<file path="src/rtl/alu_frame_ctrl.sv">
// Command framer between a UART byte stream and an ALU: collects a 5-byte
// command, drives stable operands, waits out ALU latency, returns 3 response bytes.
`timescale 1ns/1ps
module alu_frame_ctrl #(
  parameter int unsigned TIMEOUT_CYCLES = 1_000_000,
  parameter int unsigned ALU_LAT        = 2
) (
  input  logic        CLK,
  input  logic        RST,
  input  logic [7:0]  RXbuffer,
  input  logic        RXready,
  input  logic        TXbusy,
  output logic [7:0]  TXbuffer,
  output logic        TXstart,
  output logic [1:0]  op,
  output logic [15:0] a,
  output logic [15:0] b,
  output logic        go,
  input  logic [15:0] res,
  input  logic        overflow,
  output logic        frame_err,
  output logic        overrun
);

  localparam int unsigned    TO_W    = $clog2(TIMEOUT_CYCLES + 1);
  localparam logic [TO_W-1:0] TO_N   = TO_W'(TIMEOUT_CYCLES);
  localparam logic [2:0]     LAT_N   = 3'(ALU_LAT);
  localparam logic [5:0]     HDR_TAG = 6'b101010;

  localparam logic [3:0] S_IDLE = 4'd0,  S_RXA0 = 4'd1,  S_RXA1 = 4'd2,  S_RXB0 = 4'd3;
  localparam logic [3:0] S_RXB1 = 4'd4,  S_EXEC = 4'd5,  S_TX0  = 4'd6,  S_TX0W = 4'd7;
  localparam logic [3:0] S_TX1  = 4'd8,  S_TX1W = 4'd9,  S_TX2  = 4'd10, S_TX2W = 4'd11;

  logic [3:0]      state_q, state_d;
  logic [1:0]      sh_op_q, sh_op_d;
  logic [15:0]     sh_a_q, sh_a_d;
  logic [7:0]      sh_b_lo_q, sh_b_lo_d;
  logic [1:0]      op_q, op_d;
  logic [15:0]     a_q, a_d, b_q, b_d;
  logic            go_q, go_d;
  logic [2:0]      lat_q, lat_d;
  logic [TO_W-1:0] to_cnt_q, to_cnt_d, to_next;
  logic [15:0]     rsp_res_q, rsp_res_d;
  logic            rsp_ovf_q, rsp_ovf_d;
  logic            err_seen_q, err_seen_d;
  logic [7:0]      tx_buf_q, tx_buf_d;
  logic            tx_start_q, tx_start_d;
  logic            frame_err_q, frame_err_d;
  logic            overrun_q, overrun_d;
  logic            busy_seen_q, busy_seen_d;
  logic            rx_phase, timeout;

  always_comb begin
    // NOTE: every signal gets a default before the case so no path leaves one unassigned (no latches).
    state_d     = state_q;
    sh_op_d     = sh_op_q;
    sh_a_d      = sh_a_q;
    sh_b_lo_d   = sh_b_lo_q;
    op_d        = op_q;
    a_d         = a_q;
    b_d         = b_q;
    go_d        = 1'b0;
    lat_d       = '0;
    to_cnt_d    = '0;
    rsp_res_d   = rsp_res_q;
    rsp_ovf_d   = rsp_ovf_q;
    err_seen_d  = err_seen_q;
    tx_buf_d    = tx_buf_q;
    tx_start_d  = 1'b0;
    frame_err_d = 1'b0;
    overrun_d   = overrun_q;
    busy_seen_d = busy_seen_q;
    to_next     = RXready ? '0 : to_cnt_q + TO_W'(1);
    rx_phase    = state_q inside {S_RXA0, S_RXA1, S_RXB0, S_RXB1};
    timeout     = rx_phase && !RXready && (to_next == TO_N);

    case (state_q)
      S_IDLE: if (RXready) begin
        if (RXbuffer[7:2] == HDR_TAG) begin
          sh_op_d = RXbuffer[1:0];
          state_d = S_RXA0;
        end else begin
          frame_err_d = 1'b1;
        end
      end
      S_RXA0: if (RXready) begin sh_a_d[7:0]  = RXbuffer; state_d = S_RXA1; end
      S_RXA1: if (RXready) begin sh_a_d[15:8] = RXbuffer; state_d = S_RXB0; end
      S_RXB0: if (RXready) begin sh_b_lo_d    = RXbuffer; state_d = S_RXB1; end
      S_RXB1: if (RXready) begin
        op_d    = sh_op_q;
        a_d     = sh_a_q;
        b_d     = {RXbuffer, sh_b_lo_q};
        go_d    = 1'b1;
        state_d = S_EXEC;
      end
      // lat_q reaches ALU_LAT on the cycle the ALU output is first valid
      S_EXEC: if (lat_q == LAT_N) begin
        rsp_res_d = res;
        rsp_ovf_d = overflow;
        state_d   = S_TX0;
      end else begin
        lat_d = lat_q + 3'd1;
      end
      S_TX0: if (!TXbusy) begin
        tx_buf_d = rsp_res_q[7:0]; tx_start_d = 1'b1; busy_seen_d = 1'b0; state_d = S_TX0W;
      end
      S_TX1: if (!TXbusy) begin
        tx_buf_d = rsp_res_q[15:8]; tx_start_d = 1'b1; busy_seen_d = 1'b0; state_d = S_TX1W;
      end
      S_TX2: if (!TXbusy) begin
        tx_buf_d   = {6'b0, err_seen_q, rsp_ovf_q};
        tx_start_d = 1'b1; busy_seen_d = 1'b0; err_seen_d = 1'b0; state_d = S_TX2W;
      end
      S_TX0W, S_TX1W, S_TX2W: begin
        if (TXbusy) begin
          busy_seen_d = 1'b1;
        end else if (busy_seen_q) begin
          state_d = (state_q == S_TX0W) ? S_TX1 : (state_q == S_TX1W) ? S_TX2 : S_IDLE;
        end
      end
      default: state_d = S_IDLE;
    endcase

    if (rx_phase) to_cnt_d = to_next;
    if (timeout) begin
      frame_err_d = 1'b1;
      state_d     = S_IDLE;
      sh_op_d     = '0;
      sh_a_d      = '0;
      sh_b_lo_d   = '0;
      to_cnt_d    = '0;
    end
    if (RXready && (state_q >= S_EXEC)) overrun_d = 1'b1;
    if (frame_err_d) err_seen_d = 1'b1;
  end

  // NOTE: state registers use non-blocking assignments so all flops update together at the edge.
  always_ff @(posedge CLK or posedge RST) begin
    if (RST) begin
      state_q     <= S_IDLE;
      sh_op_q     <= '0;
      sh_a_q      <= '0;
      sh_b_lo_q   <= '0;
      op_q        <= '0;
      a_q         <= '0;
      b_q         <= '0;
      go_q        <= 1'b0;
      lat_q       <= '0;
      to_cnt_q    <= '0;
      rsp_res_q   <= '0;
      rsp_ovf_q   <= 1'b0;
      err_seen_q  <= 1'b0;
      tx_buf_q    <= '0;
      tx_start_q  <= 1'b0;
      frame_err_q <= 1'b0;
      overrun_q   <= 1'b0;
      busy_seen_q <= 1'b0;
    end else begin
      state_q     <= state_d;
      sh_op_q     <= sh_op_d;
      sh_a_q      <= sh_a_d;
      sh_b_lo_q   <= sh_b_lo_d;
      op_q        <= op_d;
      a_q         <= a_d;
      b_q         <= b_d;
      go_q        <= go_d;
      lat_q       <= lat_d;
      to_cnt_q    <= to_cnt_d;
      rsp_res_q   <= rsp_res_d;
      rsp_ovf_q   <= rsp_ovf_d;
      err_seen_q  <= err_seen_d;
      tx_buf_q    <= tx_buf_d;
      tx_start_q  <= tx_start_d;
      frame_err_q <= frame_err_d;
      overrun_q   <= overrun_d;
      busy_seen_q <= busy_seen_d;
    end
  end

  assign TXbuffer  = tx_buf_q;
  assign TXstart   = tx_start_q;
  assign op        = op_q;
  assign a         = a_q;
  assign b         = b_q;
  assign go        = go_q;
  assign frame_err = frame_err_q;
  assign overrun   = overrun_q;

endmodule

</file>
<file path="config.mk">
export PLATFORM = sky130hd
export DESIGN_NAME = alu_frame_ctrl
export DESIGN_NICKNAME = d
export VERILOG_FILES = /design/src/rtl/alu_frame_ctrl.sv
export SDC_FILE = /design/constraint.sdc
export NUM_CORES = 1
export LEC_CHECK = 0
export BUFFER_PORTS_ARGS = -buffer_cell sky130_fd_sc_hd__buf_2
export CAP_MARGIN = 15
export CORE_AREA = 2 2 125 103
export CTS_BUF_LIST = sky130_fd_sc_hd__clkbuf_16
export CTS_CLUSTER_SIZE = 24
export DETAILED_ROUTE_END_ITERATION = 16
export DIE_AREA = 0 0 127 105
export GPL_ROUTABILITY_DRIVEN = 0
export PLACE_DENSITY = 0.76
export SLEW_MARGIN = 20
export SYNTH_ARGS = -nofsm -noshare
export SYNTH_HDL_FRONTEND = slang
export SYNTH_SLANG_ARGS = --single-unit
</file>
<file path="constraint.sdc">
create_clock -name CLK -period 6.1 [get_ports CLK]
set_input_delay 0 -clock CLK [delete_from_list [all_inputs] [get_ports CLK]]
set_output_delay 0 -clock CLK [all_outputs]
set_load 0.05 [all_outputs]
</file>
### Word level (Yosys, flattened, before mapping)

Index checks and enable logic that the tools add are counted.

| storage, ports and cells | value |
|---|---|
| memories kept | 0 |
| latch bits | 0 |
| bits of input ports | 29 |
| bits in registers | 118 |
| output and inout port bits | 46 |
| logic and storage cells | 129 |
| bits in writable memories | 0 |
| bits in read-only memories | 0 |

| operators by class | value |
|---|---|
| reduce and logical (&&, ||, !) cells | 27 |
| divide/modulo/power cells | 0 |
| bitwise operators | 0 |
| $lt $le $gt $ge | 1 |
| shift operators | 0 |
| $mul | 0 |
| add/subtract/negate cells | 2 |
| equality and inequality tests | 32 |
| multiplexer cells | 48 |

Operator list:

| cell | count |
|---|---|
| $mux 8 | 8 |
| $mux 20 | 3 |
| $mux 4 | 15 |
| $pmux 4 s10 | 1 |
| $ne 3x3->1 const B | 12 |
| $pmux 8 s3 | 1 |
| $add 20x1->20 const B | 1 |
| $eq 20x20->1 const B | 1 |
| $eq 4x3->1 const B | 4 |
| $eq 4x4->1 const B | 4 |
| $mux 16 | 1 |
| $reduce_bool 2->1 | 8 |
| $mux 1 | 12 |
| $reduce_and 12->1 | 1 |
| $reduce_and 2->1 | 6 |
| $ne 2x2->1 const B | 5 |
| $eq 4x2->1 const B | 2 |
| $mux 2 | 4 |
| $eq 6x6->1 const B | 1 |
| $mux 3 | 2 |
| $reduce_and 3->1 | 2 |
| $reduce_or 3->1 | 2 |
| $eq 4x1->1 const B | 1 |
| $ge 4x3->1 const B | 1 |
| other kinds (10) | 12 |

### Depth between registers and ports, before layout

Gate-level depths: netlist (run 1).

| logic depth | value |
|---|---|
| depth in word-level cells | 7 |
| mapped depth | 9 |
| gate-level depth less buffers | 7 |

### Worst setup path before layout (run 1)

Ideal clock, no wire load.

| timing path | value |
|---|---|
| kind | reg-to-reg |
| from | register to_cnt_q[0] |
| to | register sh_a_q[10] |
| slack | 3563 ps |
| buffers on the path | 2 |
| stages on the path, launching flop included | 9 |
| arrival time | 2418 ps |
| library setup time | 120 ps |
| path through | dfrtp_1 clkbuf_2 nand4_1 or4_4 or3_1 a211o_1 nor4_4 buf_6 nor2_1 |

| on the way | value |
|---|---|
| longest elaborated chain between the ends | 6 |
| elaborated cells on any way between the ends | 8 |
| classes of those cells | 1 x add/sub; 1 x eq/ne; 2 x mux; 4 x reduce/logical |

Ends and longest elaborated chain:

| what | RTL line | source |
|---|---|---|
| start, declared | 42 | `logic [TO_W-1:0] to_cnt_q, to_cnt_d, to_next;` |
| start signal, assigned | 168 | `to_cnt_q <= to_cnt_d;` |
| $add 20x1->20 * | 73 | `to_next = RXready ? '0 : to_cnt_q + TO_W'(1);` |
| $mux 20 * | 73 |  |
| $eq 20x20->1 * | 75 | `timeout = rx_phase && !RXready && (to_next == TO_N);` |
| $logic_and 1x1->1 * | 75 |  |
| $reduce_bool 2->1 (no source line) | - |  |
| $reduce_and 2->1 (no source line) | - |  |
| end signal, assigned | 142 | `sh_a_q <= '0;` |
| end signal, assigned | 161 | `sh_a_q <= sh_a_d;` |
| end, declared | 36 | `logic [15:0] sh_a_q, sh_a_d;` |

Every way passes the cells marked *; elsewhere a longest branch is shown, timed or not.
A chain may end at the register's enable or synchronous reset.

### Worst setup path in the final report (run 1)

| timing path | value |
|---|---|
| from | register to_cnt_q[0] |
| to | register err_seen_q |

| on the way | value |
|---|---|
| longest elaborated chain between the ends | 7 |
| elaborated cells on any way between the ends | 9 |
| classes of those cells | 1 x add/sub; 2 x eq/ne; 3 x mux; 3 x reduce/logical |

Ends and longest elaborated chain:

| what | RTL line | source |
|---|---|---|
| $add 20x1->20 * | 73 |  |
| $mux 20 * | 73 |  |
| $eq 20x20->1 * | 75 |  |
| $logic_and 1x1->1 * | 75 |  |
| $mux 1 * | 125 | `if (timeout) begin` |
| $ne 2x1->1 (no source line) or $reduce_bool 2->1 (tied branches) | - |  |
| $reduce_and 2->1 (no source line) | - |  |
| end signal, assigned | 171 | `err_seen_q <= err_seen_d;` |
| end, declared | 45 | `logic err_seen_q, err_seen_d;` |

Marks and branches as above.

==> results of run 1 <==
==> worst max path at each step <==
stage | start | endpoint | slack (ns) | cells after the start
2_1_floorplan | RST | TXbuffer[0] | 2.97 | 1
3_3_place_gp | to_cnt_q[0] | err_seen_q | 3.37 | 8
3_5_place_dp | to_cnt_q[0] | err_seen_q | 3.19 | 8
4_1_cts | to_cnt_q[0] | err_seen_q | 3.18 | 8
5_1_grt | to_cnt_q[0] | err_seen_q | 2.92 | 8
6_report | to_cnt_q[0] | err_seen_q | 3.17 | 8
==> where the power goes <==
part           internal, mW  total, mW  switching [mW]
Sequential             1.06       1.26           0.195
Clock                 0.586      0.915           0.329
Combinational         0.356       1.16           0.805
==> cell usage in the layout, fill, tap and decap left out, drive strengths merged, types with 12 or more instances in the layout <==
cell and count:
a21oi 12, xnor2 12, o21ai 15, nand2 114, clkbuf 17, nand3 12, mux2 22, inv 12
dlygate4sd3 27, nor3 18, dfrtp 118, mux2i 25, nor2 57, buf 77
==> worst reg2reg max path, cell delays in order (launching register included) <==
cell,delay (ns)
dfrtp_1,0.48
ha_1,0.30
nand3_1,0.23
nor4_1,0.46
nand2_1,0.12
xor2_1,0.33
nor4_4,0.09
buf_4,0.28
or3_2,0.52
==> registers in the layout, indices dropped and copies added, names as in the netlist, 2 cells and up <==
signal,cells
lat_q,3
sh_a_q,16
to_cnt_q,20
TXbuffer,8
a,16
sh_b_lo_q,8
rsp_res_q,16
state_q,4
b,16
sh_op_q,2
op,2
==> logic make-up after synthesis <==
logic type	count (synthesis)
and+or+nand+nor	242
adders and majority gates	1
buffers and inverters	32
DFF	118
AOI/OAI and AO/OA	58
xor gates and xnor gates	20
muxes	47
==> what timing repair did <==
item | in CTS | in global routing
hold buffers | 27 | 0
resized for setup | 0 | 0
hold endpoints to repair | 75 | 0
==> synth_stat cells (all sizes together), types with 8 or more instances <==
library cell    n
a21oi          12
clkbuf         18
dfrtp         118
mux2           22
mux2i          25
nand2         114
nand3          12
nand4           8
nor2           57
nor3           18
o21ai          15
xnor2          12
xor2            8
==> metal layers <==
metal | global-route usage [%] | vias to the layer above
li1 | - | 1963
met1 | 25.51 | 2002
met2 | 30.30 | 140
met3 | 5.274 | 17
met4 | 7.378 | 0
met5 | 0 | -
==> cell type report <==
cell class	count	area (sq um)	area share (%)
Tap cell	152	190.2	2.890
Timing Repair Buffer	104	666.9	10.13
Clock inverter	15	125.1	1.901
Inverter	7	28.78	0.4373
Clock buffer	17	425.4	6.464
Sequential cell	118	2953	44.87
Multi-Input combinational cell	368	2192	33.31
==> impl_metrics.toml, run 1 <==
[synthesis]
netlist_top_cells_area = "dfrtp_1 (56%), nand2_1 (8.1%), mux2i_1 (4.7%)"
synth-simple-area-share_pct = 21.13
synthXorXnorAreaFrac_pct = 3.310
synth_compound_area_share_pct = 7.329
synthMuxAreaShare_pct = 9.409
syn_nets = 548
synth_top_family_by_area = "simple AND/OR/NAND/NOR gates"
synth_fa_ha_area_share_pct = 0.2364
yosysSeqAreaShare_pct = 55.79
ys_async_sr_fraction_pct = 100.0
synth_edf_count = 0
yosysWarnings = 0
synth_flop_cell = "dfrtp_1"
syn_avg_cell_area_sq_um = 10.22
synth_top_area_share_pct = 55.79
syn_inst = 518
synth_largest_area_cell = "dfrtp_1"
yosysUniqueCellTypes = 55
ys_ff_latch = 118
netlist_area_sq_um = 5293

[detailed_routing]
met1_length_um = 5326
highest_layer = "met4"
met2RoutedLength_um = 5815
drt-vias-per-instance = 5.278
dr.first_iter.drc_count = 208
ant_nets = 0
dr.pass1.iters = 5
drc = 0
via_count = 4122
wl_per_cell_um = 15.34
routed_wl_um = 11980
met3_length_um = 682

[die]
die_area_sq_um = 13340
die_w_um = 127
rows = 36
io_pins = 75
initial_utilization_pct = 44.17
core_sq_um = 11980
die_h_um = 105

[finish]
area_growth_pct = 24.35
drive_gt1_share_pct = 21.94
final_nets = 646
instances_no_fill = 781
fin_area_sq_um = 6581
final_util_pct = 54.93
antenna_cells = 0
n_fill_cell = 1027

[global_routing]
grt_antenna_before_repair = 0
grt_pass1_vias = 4218
track_usage_pct = 19.27
grt_max_degree = 93
gr-total-overflow = 0
grt_pass1_wl_um = 20380

[critical_path]
path_delay_family = "simple AND/OR/NAND/NOR gates"
critPathRequiredTime_ns = 6.38
rrSetupSlack_ns = 3.17
worstReg2RegEnd = "err_seen_q"
worst-path-max-fanout = 36
crit_chain = "ha_1 > nand3_1 > nor4_1 > nand2_1 > xor2_1 > nor4_4 > buf_4 > or3_2"
reg2reg_depth = 8
arrival_ns = 3.21
path_class = "reg -> reg"
start_kind = "register"
critical_path_buf_inv_count = 1
rr_startpoint = "to_cnt_q[0]"
cp_slowest_cell = "or3_2"
crit_path_max_incr_delay_ns = 0.51
cp-end-kind = "register"

[sta]
setup_slack_ns = 3.168
fin_skew_ns = 0.01092
hold_slack_ns = 0.02984
relSlewSlack_pct = 40.42
finalHoldViolCount = 0
final.setup.tns_ns = 0
fin_crit_sh_pct = 48.06
rsz0062_at_grt = "false"
slew_viol_final = 0
setup_violations = 0
finalCriticalPeriod_ns = 2.932
max_freq_ghz = 0.3411
worst_pin_slew_ns = 0.8913

[worst_hold_path]
min_to = "overrun"
whs_path_depth = 3
hp-start = "RXready"
hp-class = "in -> reg"

[pwr]
power.density_nw_per_um2 = 506.7
ir_drop_v = 0.0003849
total_leakage_power_nw = 3.260
finalPower_mw = 3.335

[clock_tree]
cts_buffers = 17
h-tree-depth = 4
clkTransAtPathRegs_ns = 0.05
cts.sinks = 118
cts_tree = "built"
clk_latency_ns = 0.41
clock_path_buffers = 2
postCtsSetupBuffers = 0
clockRootBuffer = "clkbuf_16"

[placed_design]
pre_cts_ws_ns = 3.188
place_hpwl_um = 7707
place_inst = 722
io_buffers = 74
dpl-instance-area_sq_um = 5757

[run_status]
status = "finished, final reports clean"

[run]
drv_cap = 0
Note: power is estimated with default switching activity, not from simulation.
==> run 2: changes to the inputs <==
clock period = 3 ns   (was 6.1 ns; I/O delays follow)
==> run 2 against run 1 <==
Clock skew is 0.0042 ns lower. Critical path depth is 1 lower. Largest cell class unchanged. Total power is 100% higher. Design area is 0.74% higher. Critical path type unchanged. Setup slack worse by 2.9 ns. Wire length is 6.6% higher.
==> impl_metrics.toml, run 2 (synthesized netlist as in run 1, its figures left out) <==
[pwr]
ir_drop_v = 0.0006775
internal_power_mw = 4.014
total_leakage_power_nw = 3.270
power.density_nw_per_um2 = 1025
p_sw_mw = 2.781
clkPwrFrac_pct = 26.5
combPwrFrac_pct = 36.0
seqPwrFrac_pct = 37.5
swShare_pct = 40.92

[die]
die_w_um = 127
rows = 36
initial_utilization_pct = 44.17
die_area_sq_um = 13340
core_sq_um = 11980
io_pins = 75
die_h_um = 105

[sta]
relSlewSlack_pct = 41.18
fin_crit_sh_pct = 92.39
final.setup.tns_ns = 0
slew_viol_final = 0
fin_skew_ns = 0.006716
rsz0062_at_grt = "false"
finalCriticalPeriod_ns = 2.772
worst_pin_slew_ns = 0.8790
setup_violations = 0
max_freq_ghz = 0.3608
finalHoldViolCount = 0

[placed_design]
place_hpwl_um = 8234
io_buffers = 74
place_inst = 729

[clock_tree]
postCtsSetupBuffers = 0
clkTransAtPathRegs_ns = 0.05
clock_path_buffers = 2
cts_buffers = 17
clockRootBuffer = "clkbuf_16"
clk_latency_ns = 0.41
cts.sinks = 118
cts_tree = "built"
h-tree-depth = 4

[global_routing]
gr-total-overflow = 0
grt_max_degree = 60
grt_antenna_before_repair = 0
grt_pass1_vias = 4274
track_usage_pct = 20.20
grt_pass1_wl_um = 21400

[run]
drv_cap = 0

[detailed_routing]
drt-vias-per-instance = 5.286
wl_per_cell_um = 16.23
drc = 0
ant_nets = 0
dr.first_iter.drc_count = 335
via_count = 4160
dr.pass1.iters = 5
routed_wl_um = 12770

[critical_path]
reg2reg_depth = 7
worst-path-max-fanout = 14
critPathCapture = "sh_a_q[13]"
crit_path_max_incr_delay_ns = 0.58
worstReg2RegEnd = "sh_a_q[13]"
crit_chain = "nand4_1 > or4_4 > or3_1 > a211o_1 > nor4_4 > buf_4 > nor2_1"
critPathRequiredTime_ns = 3.29
cp-end-kind = "register"
rr_startpoint = "to_cnt_q[0]"
cp_slowest_cell = "or4_4"
rrSetupSlack_ns = 0.23
path_class = "reg -> reg"
cp-startpoint = "to_cnt_q[0]"
start_kind = "register"
arrival_ns = 3.06

[finish]
regMostFlops = "to_cnt_q"
antenna_cells = 0
instances_no_fill = 787
final_common_cell = "dfrtp_1"
layout_common_cells = "dfrtp_1 (118), nand2_1 (114), buf_2 (74)"
area_growth_pct = 25.27
drive_gt1_share_pct = 22.99
largest_reg_flops = 20
final_nets = 654

[worst_hold_path]
hp-class = "in -> async"

[run_status]
status = "finished, final reports clean"
[run 2: how the worst min path moves through the flow]
| stage | startpoint | to | slack [ns] | cells after the start |
|---|---|---|---|---|
| 4_1_cts | RST | TXbuffer[7] | 0.21 | 3 |
| 5_1_grt | RST | TXbuffer[0] | 0.25 | 3 |
| 2_1_floorplan | RXbuffer[0] | b[8] | 0.11 | 2 |
| 3_5_place_dp | RST | TXbuffer[0] | 0.08 | 2 |
| 3_3_place_gp | RST | TXbuffer[0] | 0.08 | 2 |
| 6_report | RST | TXbuffer[5] | 0.19 | 3 |
[run 2: cell type report]
cell class	instances	area [sq um]
fill	1027	5351
sequential	118	2953
multi-input combinational	368	2198
timing repair buffer	112	738.2
clock buffer	17	425.4
tap	152	190.2
clock inverter	13	95.09
inverter	7	30.03
[run 2: repair_timing]
action,CTS,global route
setup endpoints to repair,0,5
hold buffers,28,0
gates resized for setup,0,1
endpoints found under the hold margin,73,0
[run 2: through the flow]
step / instance area (sq um) / worst slack (ns) / util [%] / power [mW] / hold slack (ns)
6_report: 6630 / 0.2284 / 55.34 / 6.795 / 0.1910
5_1_grt: 6630 / 0.05157 / 55.34 / 7.159 / 0.2523
4_1_cts: 6624 / 0.2611 / 55.28 / 6.803 / 0.2083
3_5_place_dp: 5823 / 0.2828 / 48.60 / 4.936 / 0.08421
3_3_place_gp: 5823 / 0.3638 / 48.60 / 4.831 / 0.07763
2_1_floorplan: 5296 / 0.4625 / - / 4.329 / 0.1054
[run 2: metal layers]
| layer | part of all wire, % | track usage [%] | vias to the layer above |
|---|---|---|---|
| li1 | - | - | 1985 |
| met1 | 44 | 26.40 | 2022 |
| met2 | 49 | 32.22 | 143 |
| met3 | 6.5 | 6.964 | 10 |
| met4 | 0.63 | 5.416 | 0 |
| met5 | 0 | 0 | - |
[run 2: power groups by stage]
stage	Combinational, mW	Clock, mW	Sequential (mW)
floorplan	1.05	0	3.28
global placement	2.32	0	2.51
detailed placement	2.40	0	2.54
CTS	2.45	1.81	2.54
global route	2.64	1.90	2.62
finish	2.44	1.80	2.55
[run 2: worst max-delay path, delay by kind of cell, from the launching register on]
kind / cells / cell delay (ns)
flip-flops: 1 / 0.49
AO/OA/AOI/OAI: 1 / 0.35
AND/OR/NAND/NOR: 5 / 1.51
buffers and inverters: 1 / 0.29
